===== config.mk =====
export PLATFORM = sky130hd
export DESIGN_NAME = move_input_ctrl_flat
export DESIGN_NICKNAME = d
export VERILOG_FILES = /design/src/rtl/move_input_ctrl_pkg.sv /design/src/rtl/move_input_ctrl_if.sv /design/src/rtl/move_timeout_timer.sv /design/src/rtl/move_input_ctrl.sv /design/src/flat_wrapper.sv
export SDC_FILE = /design/constraint.sdc
export NUM_CORES = 1
export LEC_CHECK = 0
export ABC_AREA = 1
export CAP_MARGIN = 40
export CORE_MARGIN = 2
export CORE_UTILIZATION = 40
export CTS_CLUSTER_DIAMETER = 200
export CTS_CLUSTER_SIZE = 16
export DETAILED_ROUTE_END_ITERATION = 6
export PLACE_DENSITY = 0.68
export SYNTH_ARGS = -nofsm -noshare
export SYNTH_HDL_FRONTEND = slang
export SYNTH_HIERARCHICAL = 1
export SYNTH_SLANG_ARGS = --single-unit

===== constraint.sdc =====
create_clock -name clk -period 2.7 [get_ports clk]
set_input_delay 0.54 -clock clk [delete_from_list [all_inputs] [get_ports clk]]
set_output_delay 0.54 -clock clk [all_outputs]
set_load 0.01 [all_outputs]

===== src/rtl/move_input_ctrl_pkg.sv =====
// -----------------------------------------------------------------------------
// move_input_ctrl_pkg
// Go-keys constants shared by the move input controller, the game core and
// the display: the 4x4 keypad codes and a helper that sorts a key code into
// the classes the move entry logic cares about.
// No ports (package).
// -----------------------------------------------------------------------------
package move_input_ctrl_pkg;

  // Codes below KEY_DIGIT_LIMIT are digits 0..11.
  localparam logic [3:0] KEY_DIGIT_LIMIT = 4'hC;
  localparam logic [3:0] KEY_PASS        = 4'hC;
  localparam logic [3:0] KEY_BACK        = 4'hD;
  localparam logic [3:0] KEY_CANCEL      = 4'hE;
  localparam logic [3:0] KEY_CONFIRM     = 4'hF;

  // KC_COORD is a digit that is a legal coordinate on the current board;
  // KC_BAD_DIGIT is a digit at or beyond the board edge.
  typedef enum logic [2:0] {
    KC_COORD     = 3'd0,
    KC_BAD_DIGIT = 3'd1,
    KC_PASS      = 3'd2,
    KC_BACK      = 3'd3,
    KC_CANCEL    = 3'd4,
    KC_CONFIRM   = 3'd5
  } key_class_e;

  function automatic key_class_e classify_key(input logic [3:0] code,
                                              input int unsigned board_size);
    key_class_e kc;
    if (code < KEY_DIGIT_LIMIT) begin
      kc = (32'(code) < board_size) ? KC_COORD : KC_BAD_DIGIT;
    end else begin
      unique case (code)
        KEY_PASS:   kc = KC_PASS;
        KEY_BACK:   kc = KC_BACK;
        KEY_CANCEL: kc = KC_CANCEL;
        default:    kc = KC_CONFIRM;
      endcase
    end
    return kc;
  endfunction

endpackage


===== src/rtl/move_input_ctrl_if.sv =====
// -----------------------------------------------------------------------------
// move_input_ctrl_if
// Bundles the move controller's two handshakes plus the core's request level
// and the keyboard enable.
//   input_req            core -> ctrl  core is waiting for a move (level)
//   kb_en                ctrl -> kbd   keyboard scan enable
//   key_valid/key_index  kbd  -> ctrl  decoded key offer
//   key_ready            ctrl -> kbd   controller accepts the key
//   move_valid/move_x/move_y/move_pass  ctrl -> core  move payload
//   move_ready           core -> ctrl  core accepts the move
//
// Handshakes: a transfer happens on a rising clk edge where valid && ready
// are both high. Once valid is raised the payload is held stable until that
// transfer; ready may be asserted independently of valid.
//
// Modports: master = controller side, slave = keyboard/core side.
// -----------------------------------------------------------------------------
interface move_input_ctrl_if;
  logic       input_req;
  logic       kb_en;
  logic       key_valid;
  logic [3:0] key_index;
  logic       key_ready;
  logic       move_valid;
  logic       move_ready;
  logic [3:0] move_x;
  logic [3:0] move_y;
  logic       move_pass;

  modport master (
    input  input_req, key_valid, key_index, move_ready,
    output kb_en, key_ready, move_valid, move_x, move_y, move_pass
  );

  modport slave (
    output input_req, key_valid, key_index, move_ready,
    input  kb_en, key_ready, move_valid, move_x, move_y, move_pass
  );
endinterface


===== src/rtl/move_timeout_timer.sv =====
// -----------------------------------------------------------------------------
// move_timeout_timer
// Inactivity counter for move entry. Counts clk cycles while run_i is high;
// clear_i forces the count back to zero and wins over run_i. expired_o is a
// one-cycle pulse in the cycle the count sits at TIMEOUT_CYCLES-1 while
// running and not being cleared, so the consumer acts on the edge that ends
// the TIMEOUT_CYCLES-th cycle after the last clear.
// Only instantiated with TIMEOUT_CYCLES >= 1.
//   clk, rst_n  clock, synchronous active-low reset
//   clear_i     restart the count
//   run_i       count this cycle
//   expired_o   timeout pulse
// -----------------------------------------------------------------------------
module move_timeout_timer #(
  parameter int unsigned TIMEOUT_CYCLES = 1
) (
  input  logic clk,
  input  logic rst_n,
  input  logic clear_i,
  input  logic run_i,
  output logic expired_o
);

  localparam int unsigned CW = (TIMEOUT_CYCLES < 1) ? 1 : $clog2(TIMEOUT_CYCLES + 1);
  localparam logic [CW-1:0] LAST = CW'(TIMEOUT_CYCLES - 1);

  logic [CW-1:0] cnt_q, cnt_d;
  logic          at_last;

  assign at_last   = run_i && (cnt_q == LAST);
  assign expired_o = at_last && !clear_i;

  always_comb begin
    cnt_d = cnt_q;
    if (clear_i) begin
      cnt_d = '0;
    end else if (run_i) begin
      // Wrap on expiry; the controller leaves the running states anyway.
      cnt_d = at_last ? '0 : cnt_q + CW'(1);
    end
  end

  always_ff @(posedge clk) begin
    if (!rst_n) begin
      cnt_q <= '0;
    end else begin
      cnt_q <= cnt_d;
    end
  end

endmodule


===== src/rtl/move_input_ctrl.sv =====
// -----------------------------------------------------------------------------
// move_input_ctrl
// Turns keypad presses into one complete Go move per core request. The
// keyboard is enabled only while a move is being entered; keys are drained
// over the key handshake, column then row are collected, with pass, back,
// cancel and confirm editing, and an optional inactivity auto-pass. The
// finished move is offered to the core over the move handshake.
//   clk, rst_n    clock, synchronous active-low reset
//   ctrl_if       move_input_ctrl_if.master (key + move handshakes, input_req,
//                 kb_en)
//   stage_o       0 idle, 1 entering x, 2 entering y, 3 confirm/issue
//   key_err_o     one-cycle pulse for a rejected key
//   dbg_state_o   raw FSM state for debug/checkers
// Parameters: BOARD_SIZE (2..12) legal coordinates 0..BOARD_SIZE-1;
//             TIMEOUT_CYCLES inactivity cycles before auto-pass, 0 = off.
// -----------------------------------------------------------------------------
module move_input_ctrl
  import move_input_ctrl_pkg::*;
#(
  parameter int unsigned BOARD_SIZE     = 9,
  parameter int unsigned TIMEOUT_CYCLES = 0
) (
  input  logic                clk,
  input  logic                rst_n,
  move_input_ctrl_if.master   ctrl_if,
  output logic [1:0]          stage_o,
  output logic                key_err_o,
  output logic [2:0]          dbg_state_o
);

  typedef enum logic [2:0] {
    S_IDLE    = 3'd0,
    S_GET_X   = 3'd1,
    S_GET_Y   = 3'd2,
    S_CONFIRM = 3'd3,
    S_ISSUE   = 3'd4
  } state_e;

  state_e     state_q, state_d;
  logic [3:0] x_q, x_d;
  logic [3:0] y_q, y_d;
  logic       pass_q, pass_d;
  logic       key_err_q, key_err_d;
  logic       key_ready_q;

  logic       key_xfer;
  logic       scanning;
  logic       abort;
  logic       tmo_expired;
  logic       tmo_clear;
  key_class_e kc;

  assign key_xfer = ctrl_if.key_valid && key_ready_q;
  assign scanning = (state_q == S_GET_X) || (state_q == S_GET_Y) ||
                    (state_q == S_CONFIRM);
  assign abort    = scanning && !ctrl_if.input_req;
  assign kc       = classify_key(ctrl_if.key_index, BOARD_SIZE);

  // Sitting in IDLE keeps the count at zero, so entering GET_X starts fresh.
  assign tmo_clear = key_xfer || (state_q == S_IDLE);

  generate
    if (TIMEOUT_CYCLES == 0) begin : g_no_timeout
      logic unused_tmo;
      assign unused_tmo  = tmo_clear ^ scanning;
      assign tmo_expired = 1'b0;
    end else begin : g_timeout
      move_timeout_timer #(
        .TIMEOUT_CYCLES(TIMEOUT_CYCLES)
      ) u_timer (
        .clk       (clk),
        .rst_n     (rst_n),
        .clear_i   (tmo_clear),
        .run_i     (scanning),
        .expired_o (tmo_expired)
      );
    end
  endgenerate

  // Next-state and datapath. Priority in the entry states:
  // abort, then a transferred key, then timeout.
  always_comb begin
    state_d   = state_q;
    x_d       = x_q;
    y_d       = y_q;
    pass_d    = pass_q;
    key_err_d = 1'b0;

    unique case (state_q)
      S_IDLE: begin
        // Keys taken here are dropped on purpose (no error).
        if (ctrl_if.input_req) begin
          x_d     = '0;
          y_d     = '0;
          pass_d  = 1'b0;
          state_d = S_GET_X;
        end
      end

      S_GET_X: begin
        if (abort) begin
          state_d = S_IDLE;
        end else if (key_xfer) begin
          unique case (kc)
            KC_COORD: begin
              x_d     = ctrl_if.key_index;
              state_d = S_GET_Y;
            end
            KC_PASS: begin
              pass_d  = 1'b1;
              state_d = S_CONFIRM;
            end
            KC_BACK, KC_CANCEL: ;
            default: key_err_d = 1'b1;
          endcase
        end else if (tmo_expired) begin
          pass_d  = 1'b1;
          x_d     = '0;
          y_d     = '0;
          state_d = S_ISSUE;
        end
      end

      S_GET_Y: begin
        if (abort) begin
          state_d = S_IDLE;
        end else if (key_xfer) begin
          unique case (kc)
            KC_COORD: begin
              y_d     = ctrl_if.key_index;
              state_d = S_CONFIRM;
            end
            KC_BACK: begin
              x_d     = '0;
              state_d = S_GET_X;
            end
            KC_CANCEL: begin
              x_d     = '0;
              y_d     = '0;
              state_d = S_GET_X;
            end
            default: key_err_d = 1'b1;
          endcase
        end else if (tmo_expired) begin
          pass_d  = 1'b1;
          x_d     = '0;
          y_d     = '0;
          state_d = S_ISSUE;
        end
      end

      S_CONFIRM: begin
        if (abort) begin
          state_d = S_IDLE;
        end else if (key_xfer) begin
          unique case (kc)
            KC_CONFIRM: state_d = S_ISSUE;
            KC_BACK: begin
              // Back undoes whichever entry got us here: the pass or the row.
              if (pass_q) begin
                pass_d  = 1'b0;
                state_d = S_GET_X;
              end else begin
                y_d     = '0;
                state_d = S_GET_Y;
              end
            end
            KC_CANCEL: begin
              x_d     = '0;
              y_d     = '0;
              pass_d  = 1'b0;
              state_d = S_GET_X;
            end
            default: key_err_d = 1'b1;
          endcase
        end else if (tmo_expired) begin
          pass_d  = 1'b1;
          x_d     = '0;
          y_d     = '0;
          state_d = S_ISSUE;
        end
      end

      S_ISSUE: begin
        // Payload frozen; input_req is ignored until the core takes the move.
        if (ctrl_if.move_ready) begin
          state_d = S_IDLE;
        end
      end

      default: state_d = S_IDLE;
    endcase
  end

  always_ff @(posedge clk) begin
    if (!rst_n) begin
      state_q     <= S_IDLE;
      x_q         <= '0;
      y_q         <= '0;
      pass_q      <= 1'b0;
      key_err_q   <= 1'b0;
      key_ready_q <= 1'b0;
    end else begin
      state_q     <= state_d;
      x_q         <= x_d;
      y_q         <= y_d;
      pass_q      <= pass_d;
      key_err_q   <= key_err_d;
      // Registered from the next state so it is low during reset and in
      // ISSUE, and rises the first cycle after reset is released.
      key_ready_q <= (state_d != S_ISSUE);
    end
  end

  assign ctrl_if.kb_en      = scanning;
  assign ctrl_if.key_ready  = key_ready_q;
  assign ctrl_if.move_valid = (state_q == S_ISSUE);
  assign ctrl_if.move_x     = x_q;
  assign ctrl_if.move_y     = y_q;
  assign ctrl_if.move_pass  = pass_q;

  assign stage_o     = (state_q == S_ISSUE) ? 2'd3 : state_q[1:0];
  assign key_err_o   = key_err_q;
  assign dbg_state_o = state_q;

endmodule


===== src/flat_wrapper.sv =====
// flat-port wrapper written by rule: the top's interface ports become plain ports
module move_input_ctrl_flat import move_input_ctrl_pkg::*;
#(
  parameter int unsigned BOARD_SIZE     = 9,
  parameter int unsigned TIMEOUT_CYCLES = 0
)
  (clk, rst_n, stage_o, key_err_o, dbg_state_o, ctrl_if_input_req, ctrl_if_key_valid, ctrl_if_key_index, ctrl_if_move_ready, ctrl_if_kb_en, ctrl_if_key_ready, ctrl_if_move_valid, ctrl_if_move_x, ctrl_if_move_y, ctrl_if_move_pass);
  move_input_ctrl_if ctrl_if_i ();
  input  logic clk;
  input  logic rst_n;
  output logic [1:0] stage_o;
  output logic key_err_o;
  output logic [2:0] dbg_state_o;
  input wire logic [$bits(ctrl_if_i.input_req)-1:0] ctrl_if_input_req;
  input wire logic [$bits(ctrl_if_i.key_valid)-1:0] ctrl_if_key_valid;
  input wire logic [$bits(ctrl_if_i.key_index)-1:0] ctrl_if_key_index;
  input wire logic [$bits(ctrl_if_i.move_ready)-1:0] ctrl_if_move_ready;
  output wire logic [$bits(ctrl_if_i.kb_en)-1:0] ctrl_if_kb_en;
  output wire logic [$bits(ctrl_if_i.key_ready)-1:0] ctrl_if_key_ready;
  output wire logic [$bits(ctrl_if_i.move_valid)-1:0] ctrl_if_move_valid;
  output wire logic [$bits(ctrl_if_i.move_x)-1:0] ctrl_if_move_x;
  output wire logic [$bits(ctrl_if_i.move_y)-1:0] ctrl_if_move_y;
  output wire logic [$bits(ctrl_if_i.move_pass)-1:0] ctrl_if_move_pass;
  assign ctrl_if_i.input_req = ctrl_if_input_req;
  assign ctrl_if_i.key_valid = ctrl_if_key_valid;
  assign ctrl_if_i.key_index = ctrl_if_key_index;
  assign ctrl_if_i.move_ready = ctrl_if_move_ready;
  assign ctrl_if_kb_en = ctrl_if_i.kb_en;
  assign ctrl_if_key_ready = ctrl_if_i.key_ready;
  assign ctrl_if_move_valid = ctrl_if_i.move_valid;
  assign ctrl_if_move_x = ctrl_if_i.move_x;
  assign ctrl_if_move_y = ctrl_if_i.move_y;
  assign ctrl_if_move_pass = ctrl_if_i.move_pass;
  move_input_ctrl #(.BOARD_SIZE(BOARD_SIZE), .TIMEOUT_CYCLES(TIMEOUT_CYCLES)) u_core (.clk(clk), .rst_n(rst_n), .ctrl_if(ctrl_if_i), .stage_o(stage_o), .key_err_o(key_err_o), .dbg_state_o(dbg_state_o));
endmodule

==> results.ini <==
[cells_and_area]
final_common_cell=nand2_1
area_delta_synth_final_pct=28.6
multi_input_area_sq_um=714
n_fill_cell=262
drive_gt1_frac=0.144
mostFrequentLayoutCells=nand2_1 (50), nor2_1 (32), clkdlybuf4s50_1 (26)
final_nets=219
register_area_sq_um=280
antenna_cells=0
instances_no_fill=238
fin_util=0.552
postLayoutCellArea_sq_um=1390

[power]
p_switching_uw=217
switching_share=0.358
power_frac_comb=0.401
p_per_area_nw_per_um2=435
power.share.sequential=0.402
leakage_uw=0.000624
ir_drop_uv=284
p_int_uw=389
clkPwrFrac=0.197

[clock_tree]
path_clk_slew_ns=0.08
cts-root-buf=clkbuf_4
numCtsBuffers=3
insertion_delay_ns=0.28
cts_buffer_depth=2
ctsHoldBuffers=0
cts_resized=0
postCtsSetupBuffers=0
htreeDepth=1
cts.sinks=14
cts_tree=built

[floorplan]
die_h_um=56.0
ios=27
initial_utilization=0.429
coreArea_sq_um=2520
die_w_um=56.0
die_area_sq_um=3140
rows=18

[worst_setup_path]
end_kind=primary output
path_class=reg -> out
critPathRequiredTime_ns=2.16
cp-start-kind=flop
worstPathArrival_ns=1.71
reg2reg_from=u_core/dbg_state_o[0]
cp_max_fo=8
critPathLaunch=u_core/dbg_state_o[0]
ff2ff_path_depth=9

[min_path]
holdPathStages=2
hold_path.class=reg -> reg
min-delay-start=u_core/ctrl_if.move_x[0]

[grt]
grt_max_degree=12
grt_pass1_vias=1033
grt_usage=0.177
grt_pass1_wl_mm=4.46
antenna_found_initial=0
grt_overflow_total=0

[timing]
min_period_ns=2.25
setup_tns_ns=0
worst_pin_slew_ns=0.430
finalSetupViolations=0
max_freq_mhz=445
skew_ns=0.00600
fin_crit_sh=0.832
slew_headroom=0.713
grt_setup_unrepaired=false
hold_viol=0
finalMaxSlewViolations=0

[synth]
synth_cells=180
synth_nets=189
synth.avg_cell_area_sq_um=6.01
yosys_warnings=6
ys_seq_elements=14
synth_cell_types=24
synth.cell_area_sq_um=1080
ys_seq_area_frac=0.259

[place]
dp_cells=235
gp_congestion=0.927
place_area_sq_um=1370
hpwl_mm=2.16
portBuffers=26

[routing]
drc=0
dr.pass1.iters=4
wl_per_cell_um=11.5
drt_wl_total_mm=2.73
vias_per_cell=4.98
num_vias=1186
ant_nets=0
drtIter0Drc=47

[outcome]
status=completed

[run]
cap_violations=0

## per-layer routing
layer,GRT usage,routed length [um]
met1,0.233,1290
met2,0.292,1280
met3,0.0326,145
met4,0.0510,22
met5,0,0
## state kept, by name (all words and copies together) (netlist names)
signal                    count
u_core/ctrl_if.key_ready      1
u_core/ctrl_if.move_pass      1
u_core/ctrl_if.move_x         4
u_core/ctrl_if.move_y         4
u_core/dbg_state_o            3
u_core/key_err_o              1
## worst max-delay path, cell delays in order (launching register included)
cell             delay, ns
dfxtp_1               0.40
nor2_1                0.26
inv_1                 0.09
nor2_1                0.12
clkdlybuf4s50_1       0.55
## power by group through the flow
stage	Sequential [uW]	Clock, uW	Combinational, uW
after CTS	244	126	244
final	244	119	243
after detailed placement	249	0	243
after global routing	247	136	269
after global placement	248	0	241
after floorplan	258	0	140
## logic make-up (layout without fill, tap and decap cells)
logic type	count (synthesis)	after routing	share of synthesized area
AO/OA/AOI/OAI	24	24	0.135
flip-flops	14	14	0.259
buffers and inverters	20	48	0.0809
AND/OR/NAND/NOR	122	122	0.525
## worst paths after layout
check,endpoint,slack (ns)
setup / recovery,ctrl_if_move_valid,0.45
hold / removal,u_core/ctrl_if.move_x[0],0.49
setup reg to reg,u_core/ctrl_if.move_y[1],1.25
hold reg to reg,u_core/ctrl_if.move_x[0],0.49
## metrics by stage
| stage | power (uW) | hold WS (ns) | worst slack, ns |
|---|---|---|---|
| detailed placement | 492 | 0.480 | 0.463 |
| floorplan | 397 | 0.500 | 1.24 |
| finish | 606 | 0.491 | 0.453 |
| global route | 652 | 0.516 | 0.349 |
| CTS | 614 | 0.494 | 0.449 |
| global placement | 489 | 0.463 | 0.481 |
## cell type report
class                   count  area share
clock buffers               3      0.0162
inverters                  18      0.0495
repair buffers             27       0.192
flip-flops and latches     14       0.201
well taps                  30      0.0270
multi-input cells         146       0.513
## cells in the mapped netlist
master / number / share of area
nand2_1: 50 / 0.17
nor2_1: 32 / 0.11
nand3_1: 18 / 0.083
dfxtp_1: 14 / 0.26
a21oi_1: 11 / 0.051
inv_1: 11 / 0.038
o21ai_0: 8 / 0.037
inv_2: 6 / 0.021
nand2_2: 6 / 0.035
nor2_4: 5 / 0.052
nor2_2: 3 / 0.017
nor3_1: 3 / 0.014
nand2_4: 2 / 0.021
a21oi_4: 1 / 0.015
a31oi_1: 1 / 0.0058
buf_4: 1 / 0.0069
buf_6: 1 / 0.010
clkinv_2: 1 / 0.0046
nand3b_1: 1 / 0.0069
nand4_1: 1 / 0.0058
o211ai_1: 1 / 0.0069
o21ai_1: 1 / 0.0046
o21ai_4: 1 / 0.015
or2_2: 1 / 0.0058
No activity file was read; power rests on OpenSTA's default activity.
